## src/rtl/key_debounce_onehot8.sv

```systemverilog
// key_debounce_onehot8: synchronise and debounce 8 push-buttons, accept only a stable single key as one-hot
module key_debounce_onehot8 #(
  parameter int CNT_MAX = 1000000,
  parameter int CNT_W   = 20
) (
  input  logic       iClk,
  input  logic       iRst_n,
  input  logic [7:0] iKey,
  output logic [7:0] oData,
  output logic       oValid,
  output logic       oErr,
  output logic       oBusy
);
  typedef enum logic [1:0] {IDLE, DEBOUNCE, HOLD, RELEASE} stateT;
  localparam logic [CNT_W-1:0] CNT_LAST = CNT_W'(CNT_MAX - 1);
  stateT state, stateNext;
  logic [7:0] s1, ks, snap, snapNext, dataNext;
  logic [CNT_W-1:0] cnt, cntNext;
  logic validNext, errNext, oneHot;
  assign oneHot = (snap & (snap - 8'd1)) == 8'h00;
  always_ff @(posedge iClk or negedge iRst_n)
    if (!iRst_n) begin
      s1     <= '0;
      ks     <= '0;
      state  <= IDLE;
      snap   <= '0;
      cnt    <= '0;
      oData  <= '0;
      oValid <= 1'b0;
      oErr   <= 1'b0;
      oBusy  <= 1'b0;
    end else begin
      s1     <= iKey;
      ks     <= s1;
      state  <= stateNext;
      snap   <= snapNext;
      cnt    <= cntNext;
      oData  <= dataNext;
      oValid <= validNext;
      oErr   <= errNext;
      oBusy  <= stateNext != IDLE;
    end
  always_comb begin
    stateNext = state;
    snapNext  = snap;
    cntNext   = cnt;
    dataNext  = oData;
    validNext = 1'b0;
    errNext   = 1'b0;
    case (state)
      IDLE:
        if (ks != 8'h00) begin
          snapNext  = ks;
          cntNext   = '0;
          stateNext = DEBOUNCE;
        end
      DEBOUNCE:
        if (ks != snap) begin
          cntNext   = '0;
          stateNext = IDLE;
        end else if (cnt != CNT_LAST) cntNext = cnt + 1'b1;
        else begin
          validNext = oneHot;
          errNext   = !oneHot;
          dataNext  = oneHot ? snap : oData;
          stateNext = HOLD;
        end
      HOLD:
        if (ks == 8'h00) begin
          cntNext   = '0;
          stateNext = RELEASE;
        end
      RELEASE:
        if (ks != 8'h00) begin
          cntNext   = '0;
          stateNext = HOLD;
        end else if (cnt == CNT_LAST) stateNext = IDLE;
        else cntNext = cnt + 1'b1;
    endcase
  end
endmodule
```

## config.mk

```make
export PLATFORM = sky130hd
export DESIGN_NAME = key_debounce_onehot8
export DESIGN_NICKNAME = d
export VERILOG_FILES = /design/src/rtl/key_debounce_onehot8.sv
export SDC_FILE = /design/constraint.sdc
export NUM_CORES = 1
export LEC_CHECK = 0
export BUFFER_PORTS_ARGS = -buffer_cell sky130_fd_sc_hd__clkbuf_2
export CAP_MARGIN = 40
export CORE_MARGIN = 4
export CORE_UTILIZATION = 45
export CTS_CLUSTER_DIAMETER = 200
export DETAILED_ROUTE_END_ITERATION = 6
export PLACE_DENSITY = 0.71
export SLEW_MARGIN = 20
export SYNTH_ARGS = -nofsm -noshare
export SYNTH_HDL_FRONTEND = slang
export SYNTH_SLANG_ARGS = --single-unit
```

## constraint.sdc

```tcl
create_clock -name iClk -period 3.3 [get_ports iClk]
set_input_delay 0.33 -clock iClk [delete_from_list [all_inputs] [get_ports iClk]]
set_output_delay 0.33 -clock iClk [all_outputs]
set_load 0.05 [all_outputs]
```

==> key figures, run 1 <==
CTS
  • CTS tree: built
  • Clock Latency Late Sink: 0.34 ns
  • Postcts setup bufs: 0
  • Clock sinks: 57
  • TritonCTS buffer count: 9
  • CTS clock-pin slew for the worst setup and hold paths: 0.07 ns
  • Clock root buffer: clkbuf_8
  • Max clock buf depth: 2
  • Max H-tree Level: 3

Timing
  • Final setup viols: 0
  • Hold Vio Cnt, Final: 0
  • PnR worst setup slack: 0.848 ns
  • Worst slew margin: 43.2%
  • Slew Viols, Final: 0
  • Slew @ Worst Pin: 0.849 ns
  • Fmax: 408 MHz
  • Crit share post-route: 74.3%
  • RSZ-0062 raised after global routing: no
  • Fin Clk Skew: 0.00875 ns
  • Fin crit period: 2.45 ns
  • Setup_tns: 0 ns

Drt
  • Vias/cell: 5.69
  • Total number of vias: 1958
  • DRC: 0
  • Total Wirelength: 5.26 mm
  • Per-cell routed wire length: 15.3 um
  • Total iterations of the first detailed-routing run: 4
  • Routed Antenna Nets: 0
  • DR iter-0 viols: 85

Global routing
  • Vias in the first global route: 1847
  • Initial antenna violation count: 0
  • First-pass GRT wire length: 8.91 mm
  • All-layer global routing usage: 15.7%
  • Gr ovfl total: 0
  • Largest net degree at the start of global routing: 32

Flow run
  • Max Cap Viol: 0

Synth
  • Synthesized cell area: 2710 sq um
  • Synth Register Bits: 57
  • Post-synthesis cell count: 237
  • Syn_area_per_cell: 11.4 sq um
  • Synthesized Nets: 248
  • Number of synthesized flops with an enable pin: 0
  • Yosys Warn Count: 0
  • Async SR Flop Fraction: 100%
  • Main synth FF type: dfrtp_1
  • Sequential fraction of the synthesis area: 52.7%
  • Synth cell types: 45

Critical path
  • Slack of the worst reg-to-reg path: 0.85 ns
  • Worst EP arrival: 2.67 ns
  • Critical-path top delay cell: a31oi_2
  • CP startpoint kind: register
  • CP cell instances: xnor2_1, and4_1, a31oi_2, o22ai_1, buf_4, a211o_1
  • Worst setup EP type: register
  • Max incr delay on CP: 0.71 ns
  • Critical setup path kind: register to register
  • Largest fanout on the critical path: 19
  • CP bufs+invs: 1
  • Kind of cell adding the most delay to the critical path: compound AO/OA/AOI/OAI gates
  • Worst endpoint required time: 3.52 ns

Layout
  • Ant diodes: 0
  • Layout fillers: 489
  • Most frequent cells in the layout: dfrtp_1 (57), clkbuf_2 (20), and3_1 (14)
  • Share of layout cells above drive strength 1: 21.3%
  • Commonest non-fill, non-tap cell in the layout: dfrtp_1
  • P&R area growth vs syn: 16.6%
  • Nets: 278

Placement
  • Port bufs: 20
  • Pre-CTS WS: 0.905 ns
  • Gpl congestion: 0.784
  • HPWL after detailed placement: 3.65 mm

Die
  • Total die area: 7320 sq um
  • Die width: 85.6 um
  • Die Y: 85.6 um
  • Number of placement rows: 27
  • Ports: 21
  • Starting Density: 47.7%
  • Core area: 5680 sq um

Power and ir drop
  • Peak supply drop: 0.403 mV
  • Pwr/cell area: 554 nW/um^2
  • Leak: 1.48 nW

Min path
  • Hold Crit Class: input pin to register

Status
  • Status: complete, no violations
[report_power, final]
part	leakage [nW]	total, W	internal, W	switching, W
clock	0.110	0.000741	0.000431	0.000311
sequential	0.740	0.000818	0.000746	0.0000722
combinational	0.633	0.000190	0.0000903	0.0000997
[area by class of cell]
type / count / area, sq um / share of cell area [%]
multi-input cells: 162 / 1210 / 38.4
repair buffers: 26 / 160 / 5.07
clock buffers: 9 / 124 / 3.92
inverters: 11 / 41.3 / 1.31
well taps: 72 / 90.1 / 2.85
clock inverters: 7 / 103 / 3.25
flip-flops and latches: 57 / 1430 / 45.2
[state kept, by name (all words and copies together), names as in the netlist]
| register | flops |
|---|---|
| oBusy | 1 |
| cnt | 20 |
| s1 | 8 |
| ks | 8 |
| snap | 8 |
| state | 2 |
| oErr | 1 |
| oData | 8 |
| oValid | 1 |
[per-layer routing]
| metal | wire (um) | up-vias | global-route usage (%) |
|---|---|---|---|
| met3 | 264 | 9 | 4.80 |
| met4 | 97 | 0 | 8.20 |
| li1 | - | 962 | - |
| met5 | 0 | - | 0 |
| met2 | 2320 | 44 | 21.8 |
| met1 | 2580 | 943 | 22.0 |
[cell families after synthesis]
logic type	after synthesis	synth area share (%)
AO/OA/AOI/OAI	46	12.7
AND/OR/NAND/NOR	90	21.3
adder cells (fa/ha/maj)	2	0.831
multiplexers	15	7.02
flip-flops	57	52.7
XOR/XNOR	9	2.91
buffers and inverters	18	2.54
[cells in the mapped netlist, drive strengths merged, types with 7 or more instances]
library cell  number  share of area [%]
a211o             10                3.2
mux2              14                6.7
xnor2              9                2.9
o21ai             14                2.6
and4               7                2.3
and3              14                3.2
dfrtp             57                 53
nor3               7                1.3
inv               11                1.5
nand3             11                2.5
[stage by stage]
step           total power (W)  cell area [sq um]  cells  util [%]  hold WS [ns]
2_1_floorplan         0.000955               2710    237         -        0.0344
3_3_place_gp           0.00101               2890    325      51.0         0.332
3_5_place_dp           0.00102               2900    326      51.1         0.335
4_1_cts                0.00176               3130    342      55.1        0.0769
5_1_grt                0.00182               3160    344      55.6        0.0701
6_report               0.00175               3160    344      55.6        0.0912
[final timing paths]
check	to	start	cells past startpoint
worst max-delay path	cnt[18]$_DFFE_PN0P_	snap[7]$_DFFE_PN0P_	6
worst min-delay path	s1[5]$_DFF_PN0_	iKey[5]	1
worst max register to register	cnt[18]$_DFFE_PN0P_	snap[7]$_DFFE_PN0P_	6
worst min register to register	ks[0]$_DFF_PN0_	s1[0]$_DFF_PN0_	0
max in group asynchronous	oErr$_DFF_PN0_	iRst_n	4
min in group asynchronous	cnt[14]$_DFFE_PN0P_	iRst_n	2
[repair_timing]
| item | 4_1_cts | 5_1_grt |
|---|---|---|
| hold buffers | 0 | 1 |
| endpoints found under the hold margin | 0 | 4 |
| setup endpoints to repair | 0 | 0 |
| resized for setup | 0 | 0 |
No activity file was read; power rests on OpenSTA's default activity.
==> run 2, diff against run 1 <==
==> constraint.sdc (replaced) <==
create_clock -name iClk -period 2.3 [get_ports iClk]
set_input_delay 0.23 -clock iClk [delete_from_list [all_inputs] [get_ports iClk]]
set_output_delay 0.23 -clock iClk [all_outputs]
set_load 0.05 [all_outputs]
==> run 2 against run 1 <==
Effect of this change:
- via count grew 5.3%
- register-to-register slack lost 0.80 ns
- total power grew 43%
- combinational power grew 84%
- design area grew 5.4%
- worst hold slack gained 0.26 ns
- sequential power grew 41%
- critical path type unchanged
- critical endpoint is now oData[7]$_DFFE_PN0P_
==> key figures, run 2 (synthesized netlist as in run 1, its figures left out) <==
Placement
  • Port bufs: 20 (unchanged)
  • Gpl congestion: 0.806 (+2.8%)
  • HPWL after detailed placement: 3.79 mm (+4.0%)

Global routing
  • All-layer global routing usage: 17.1% (+1.4 points)
  • Vias in the first global route: 2041 (+11%)
  • Largest net degree at the start of global routing: 33 (+3.1%)
  • First-pass GRT wire length: 9.60 mm (+7.8%)
  • Gr ovfl total: 0 (unchanged)
  • Initial antenna violation count: 0 (unchanged)

Layout
  • Largest register FFs: 20 (unchanged)
  • Most frequent cells in the layout: dfrtp_1 (57), clkbuf_2 (20), and3_1 (14)
  • Biggest register: cnt
  • Ant diodes: 0 (unchanged)
  • Footprint of the multi-input gates: 1230 sq um (+1.4%)
  • Nets: 296 (+6.5%)
  • Layout fillers: 482 (-1.4%)
  • Reg area: 1430 sq um (unchanged)
  • Commonest non-fill, non-tap cell in the layout: dfrtp_1
  • P&R area growth vs syn: 22.9%
  • Share of layout cells above drive strength 1: 24.1% (+2.8 points)

Timing
  • Final setup viols: 0 (unchanged)
  • Final hold slack: 0.347 ns (+0.256 ns)
  • Slew Viols, Final: 0 (unchanged)
  • Crit share post-route: 97.9% (+24 points)
  • Slew @ Worst Pin: 0.672 ns (-0.177 ns)
  • Fin Clk Skew: 0.00906 ns (+0.000319 ns)
  • RSZ-0062 raised after global routing: no
  • Hold Vio Cnt, Final: 0 (unchanged)
  • Setup_tns: 0 ns (unchanged)
  • Worst slew margin: 55.2% (+12 points)
  • Fmax: 444 MHz (+9.0%)
  • Fin crit period: 2.25 ns (-0.202 ns)

CTS
  • Clock root buffer: clkbuf_8
  • Postcts setup bufs: 0 (unchanged)
  • CTS clock-pin slew for the worst setup and hold paths: 0.07 ns (about the same)
  • Max H-tree Level: 3 (unchanged)
  • CTS tree: built
  • Max clock buf depth: 2 (unchanged)
  • Clock Latency Late Sink: 0.34 ns (about the same)
  • Clock sinks: 57 (unchanged)
  • TritonCTS buffer count: 9 (unchanged)

Critical path
  • Slack of the worst reg-to-reg path: 0.05 ns (-0.80 ns)
  • CP bufs+invs: 0 (-1)
  • R2R Path Start: snap[0]$_DFFE_PN0P_
  • Worst EP arrival: 2.48 ns (-0.19 ns)
  • Kind of cell adding the most delay to the critical path: simple AND/OR/NAND/NOR gates
  • Critical-path top delay cell: or4_1
  • Largest fanout on the critical path: 8 (-11)
  • CP startpoint kind: register
  • Max incr delay on CP: 0.59 ns (-0.12 ns)
  • RR Endpoint: oData[7]$_DFFE_PN0P_
  • Worst setup EP type: register
  • Reg2reg path depth: 5 (-1)
  • Critical setup path kind: register to register
  • CP cell instances: or4_1, a2111o_1, a31oi_4, nand3_4, mux2_4
  • Worst endpoint required time: 2.53 ns (-0.99 ns)

Die
  • Die Y: 85.6 um (unchanged)
  • Die width: 85.6 um (unchanged)
  • Starting Density: 47.7% (unchanged)
  • Ports: 21 (unchanged)
  • Core area: 5680 sq um (unchanged)
  • Total die area: 7320 sq um (unchanged)
  • Number of placement rows: 27 (unchanged)

Min path
  • Hold Crit Class: register to register
  • Hold wc startpoint: s1[1]$_DFF_PN0_
  • Hold Path Cell Cnt: 0 (-1)
  • Hold worst-path end: ks[1]$_DFF_PN0_

Drt
  • Routed Antenna Nets: 0 (unchanged)
  • Total Wirelength: 5.55 mm (+5.7%)
  • Per-cell routed wire length: 15.3 um (+0.40%)
  • Total iterations of the first detailed-routing run: 4 (unchanged)
  • Vias/cell: 5.70 (about the same)
  • DRC: 0 (unchanged)
  • Total number of vias: 2062 (+5.3%)
  • DR iter-0 viols: 162 (+91%)

Power and ir drop
  • Pwr/cell area: 754 nW/um^2 (+36%)
  • Peak supply drop: 0.397 mV (-1.4%)
  • Leak: 1.57 nW (+5.6%)

Status
  • Status: complete, no violations

Flow run
  • Max Cap Viol: 0 (unchanged)
-- run 2: cell types whose count changed in the layout (fill, tap and decap cells not counted), sizes merged --
cell | before | now
buf | 5 | 15
dlygate4sd3 | 1 | 9
inv | 12 | 11
clkinv | 3 | 1
clkinvlp | 1 | 2
clkbuf | 29 | 31
-- run 2: repair_timing --
action / CTS / global route
hold buffers: 9 / 0
hold endpoints to repair: 33 / 0
endpoints found under the setup margin: 0 / 15
resized for setup: 0 / 4
-- run 2: metal layers --
metal	vias up	GRT usage (%)	part of all wire [%]
li1	997	-	-
met1	1003	22.3	45
met2	49	25.8	47
met3	13	5.38	6.2
met4	0	8.06	2.1
met5	-	0	0
-- run 2: final cells by class --
type | instances | area share, %
Sequential cell | 57 | 42.9
Multi-Input combinational cell | 162 | 37.0
Timing Repair Buffer | 44 | 9.85
Clock buffer | 11 | 3.95
Tap cell | 72 | 2.71
Clock inverter | 5 | 2.41
Inverter | 11 | 1.24
-- run 2: where the power goes --
part           internal (W)  leakage (nW)  switching (W)
Clock              0.000608        0.0995       0.000397
Sequential          0.00107         0.740      0.0000832
Combinational      0.000167         0.726       0.000183
Total               0.00185          1.57       0.000663
-- run 2: worst max-delay path by stage --
stage                              from                   end  slack [ns]  cells past startpoint
finish              snap[0]$_DFFE_PN0P_  oData[7]$_DFFE_PN0P_        0.05                      5
global route        snap[0]$_DFFE_PN0P_  oData[7]$_DFFE_PN0P_       0.003                      5
CTS                 snap[0]$_DFFE_PN0P_  oData[7]$_DFFE_PN0P_       0.001                      5
detailed placement  snap[0]$_DFFE_PN0P_  oData[7]$_DFFE_PN0P_        0.01                      5
global placement    snap[0]$_DFFE_PN0P_  oData[1]$_DFFE_PN0P_        0.08                      5
floorplan           snap[0]$_DFFE_PN0P_  oData[7]$_DFFE_PN0P_        0.08                      5
-- run 2: through the flow --
step           instances  total power, W  instance area (sq um)  setup slack, ns  util (%)
6_report             362         0.00251                   3330           0.0494      58.6
5_1_grt              362         0.00262                   3330          0.00283      58.6
4_1_cts              362         0.00253                   3310          0.00102      58.3
3_5_place_dp         337         0.00150                   3010           0.0135      53.0
3_3_place_gp         337         0.00149                   3010           0.0768      53.0
2_1_floorplan        237         0.00137                   2710           0.0814         -
-- run 2: worst reg2reg max path, stage by stage (launching register included) --
cell and delay (ns):
dfrtp_1 0.37, or4_1 0.59, a2111o_1 0.43, a31oi_4 0.25, nand3_4 0.17, mux2_4 0.33
==> run 3, diff against run 2 <==
--- a/config.mk
+++ b/config.mk
@@ -8,10 +8,10 @@
 export BUFFER_PORTS_ARGS = -buffer_cell sky130_fd_sc_hd__clkbuf_2
 export CAP_MARGIN = 40
 export CORE_MARGIN = 4
-export CORE_UTILIZATION = 45
+export CORE_UTILIZATION = 35
 export CTS_CLUSTER_DIAMETER = 200
 export DETAILED_ROUTE_END_ITERATION = 6
-export PLACE_DENSITY = 0.71
+export PLACE_DENSITY = 0.59
 export SLEW_MARGIN = 20
 export SYNTH_ARGS = -nofsm -noshare
 export SYNTH_HDL_FRONTEND = slang
==> run 3 against run 2 <==
Effect of this change:
- worst hold slack worse by 0.33 ns
- maximum frequency up 1.6%
- critical path depth unchanged
- register-to-register slack better by 0.04 ns
- first-iteration DRC count down 36%
- sequential cell count unchanged
- die area up 26%
- routed wire length down 0.27%
- critical path type unchanged
==> key figures, run 3 (synthesized netlist as in run 1, its figures left out) <==
Status
  • Status: complete, no violations

Drt
  • Routed Antenna Nets: 0 (unchanged)
  • DR iter-0 viols: 103 (-36%)
  • Total iterations of the first detailed-routing run: 4 (unchanged)
  • Total Wirelength: 5.54 mm (-0.27%)
  • Per-cell routed wire length: 14.1 um (-7.9%)
  • Vias/cell: 5.08 (-11%)
  • DRC: 0 (unchanged)
  • Total number of vias: 1990 (-3.5%)

Placement
  • Dpl cells: 367 (+8.9%)
  • Port bufs: 20 (unchanged)
  • Pre-CTS WS: 0.00647 ns (-0.00706 ns)
  • HPWL after detailed placement: 4.01 mm (+5.7%)
  • Gpl congestion: 0.770 (-4.5%)
  • Dpl cell area: 3050 sq um (+1.5%)

Global routing
  • Vias in the first global route: 1988 (-2.6%)
  • Largest net degree at the start of global routing: 35 (+6.1%)
  • All-layer global routing usage: 13.7% (-3.3 points)
  • Initial antenna violation count: 0 (unchanged)
  • First-pass GRT wire length: 9.65 mm (+0.44%)
  • Gr ovfl total: 0 (unchanged)

Timing
  • Crit share post-route: 96.3% (-1.6 points)
  • Fin Clk Skew: 0.0117 ns (+0.00262 ns)
  • RSZ-0062 raised after global routing: no
  • Final setup viols: 0 (unchanged)
  • PnR worst setup slack: 0.0857 ns (+0.0363 ns)
  • Slew @ Worst Pin: 0.646 ns (-0.0259 ns)
  • Fmax: 452 MHz (+1.6%)
  • Hold Vio Cnt, Final: 0 (unchanged)
  • Fin crit period: 2.21 ns (-0.0363 ns)
  • Setup_tns: 0 ns (unchanged)
  • Final hold slack: 0.0163 ns (-0.331 ns)
  • Worst slew margin: 56.9% (+1.7 points)
  • Slew Viols, Final: 0 (unchanged)

Die
  • Ports: 21 (unchanged)
  • Total die area: 9210 sq um (+26%)
  • Core area: 7370 sq um (+30%)
  • Die width: 96.0 um (+12%)
  • Number of placement rows: 31 (+15%)
  • Starting Density: 36.8% (-11 points)
  • Die Y: 96.0 um (+12%)

Layout
  • Largest register FFs: 20 (unchanged)
  • Cell Count, Final, Fillers Out: 392 (+8.3%)
  • Commonest non-fill, non-tap cell in the layout: dfrtp_1
  • Biggest register: cnt
  • Share of layout cells above drive strength 1: 25.9% (+1.8 points)
  • Ant diodes: 0 (unchanged)
  • Post-layout instance area: 3380 sq um (+1.6%)
  • Reg area: 1430 sq um (unchanged)
  • Layout fillers: 717 (+49%)
  • Footprint of the multi-input gates: 1230 sq um (-0.20%)
  • P&R area growth vs syn: 24.8%
  • Nets: 299 (+1.0%)
  • Most frequent cells in the layout: dfrtp_1 (57), clkbuf_2 (20), buf_4 (18)

CTS
  • Clock root buffer: clkbuf_8
  • Max H-tree Level: 3 (unchanged)
  • CTS clock-pin slew for the worst setup and hold paths: 0.07 ns (about the same)
  • TritonCTS buffer count: 9 (unchanged)
  • Clock sinks: 57 (unchanged)
  • CTS tree: built
  • Clock Latency Late Sink: 0.34 ns (about the same)
  • Max clock buf depth: 2 (unchanged)

Critical path
  • CP startpoint kind: register
  • R2R Path Start: snap[0]$_DFFE_PN0P_
  • Crit. Startpoint: snap[0]$_DFFE_PN0P_
  • Critical setup path kind: register to register
  • Worst endpoint required time: 2.51 ns (-0.02 ns)
  • Worst setup EP type: register
  • Largest fanout on the critical path: 8 (unchanged)
  • Worst EP arrival: 2.43 ns (-0.05 ns)

Min path
  • Hold Crit Class: input pin to register
  • Hold wc startpoint: iKey[7]

Power and ir drop
  • Internal power: 0.00186 W (+0.83%)
  • Seq pwr share: 45.0% (-1.0 points)
  • Switch Pwr: 0.000707 W (+6.6%)
  • Leak: 1.59 nW (+1.6%)
  • Power share of the combinational group: 13.7% (-0.2 points)
  • Clock Power Share: 41.4% (+1.3 points)
  • Switching part of the total power: 27.5% (+1.1 points)
  • Pwr/cell area: 759 nW/um^2 (+0.72%)
  • Peak supply drop: 0.290 mV (-27%)

Flow run
  • Max Cap Viol: 0 (unchanged)
-- run 3: metrics by stage --
step	util, %	power, W
final	45.9	0.00257
after global routing	45.9	0.00269
after CTS	45.6	0.00259
after detailed placement	41.4	0.00150
after global placement	41.4	0.00149
after floorplan	-	0.00137
-- run 3: power by group through the flow --
stage,logic [W],clock network (W),registers [W]
5_1_grt,0.000383,0.00114,0.00117
3_3_place_gp,0.000329,0,0.00117
2_1_floorplan,0.000197,0,0.00117
6_report,0.000351,0.00106,0.00115
3_5_place_dp,0.000335,0,0.00117
4_1_cts,0.000348,0.00109,0.00115
-- run 3: layer usage --
metal / wire, um / part of all wire (%) / GRT usage [%]
met1: 2730 / 49 / 19.1
met2: 2480 / 45 / 20.5
met3: 232 / 4.2 / 3.91
met4: 94 / 1.7 / 4.74
met5: 0 / 0 / 0
-- run 3: path summary, 6_finish.rpt --
path                       slack, ns  cells past startpoint                    to
setup / recovery                0.09                      5  oData[0]$_DFFE_PN0P_
hold / removal                  0.02                      1       s1[7]$_DFF_PN0_
setup reg to reg                0.09                      5  oData[0]$_DFFE_PN0P_
hold reg to reg                 0.35                      0       ks[5]$_DFF_PN0_
max in group asynchronous       1.26                      3       ks[6]$_DFF_PN0_
min in group asynchronous       0.45                      2   cnt[11]$_DFFE_PN0P_
-- run 3: critical path, cell delays in order, from the launching register on --
cell and delay [ns]:
dfrtp_1 0.38, or4_4 0.55, or4_4 0.44, a31oi_4 0.21
nand3_4 0.17, mux2_4 0.33
-- run 3: what timing repair did --
item	in CTS	in global routing
endpoints found under the setup margin	4	14
hold buffers	8	0
endpoints found under the hold margin	30	0
gates resized for setup	0	4
pin swaps	2	2
buffers inserted	0	1
-- run 3: cell type report --
class,instances,area share (%)
multi-input combinational,162,36.3
clock inverter,7,3.03
inverter,11,1.22
clock buffer,9,3.66
sequential,57,42.2
tap,99,3.66
timing repair buffer,47,9.91
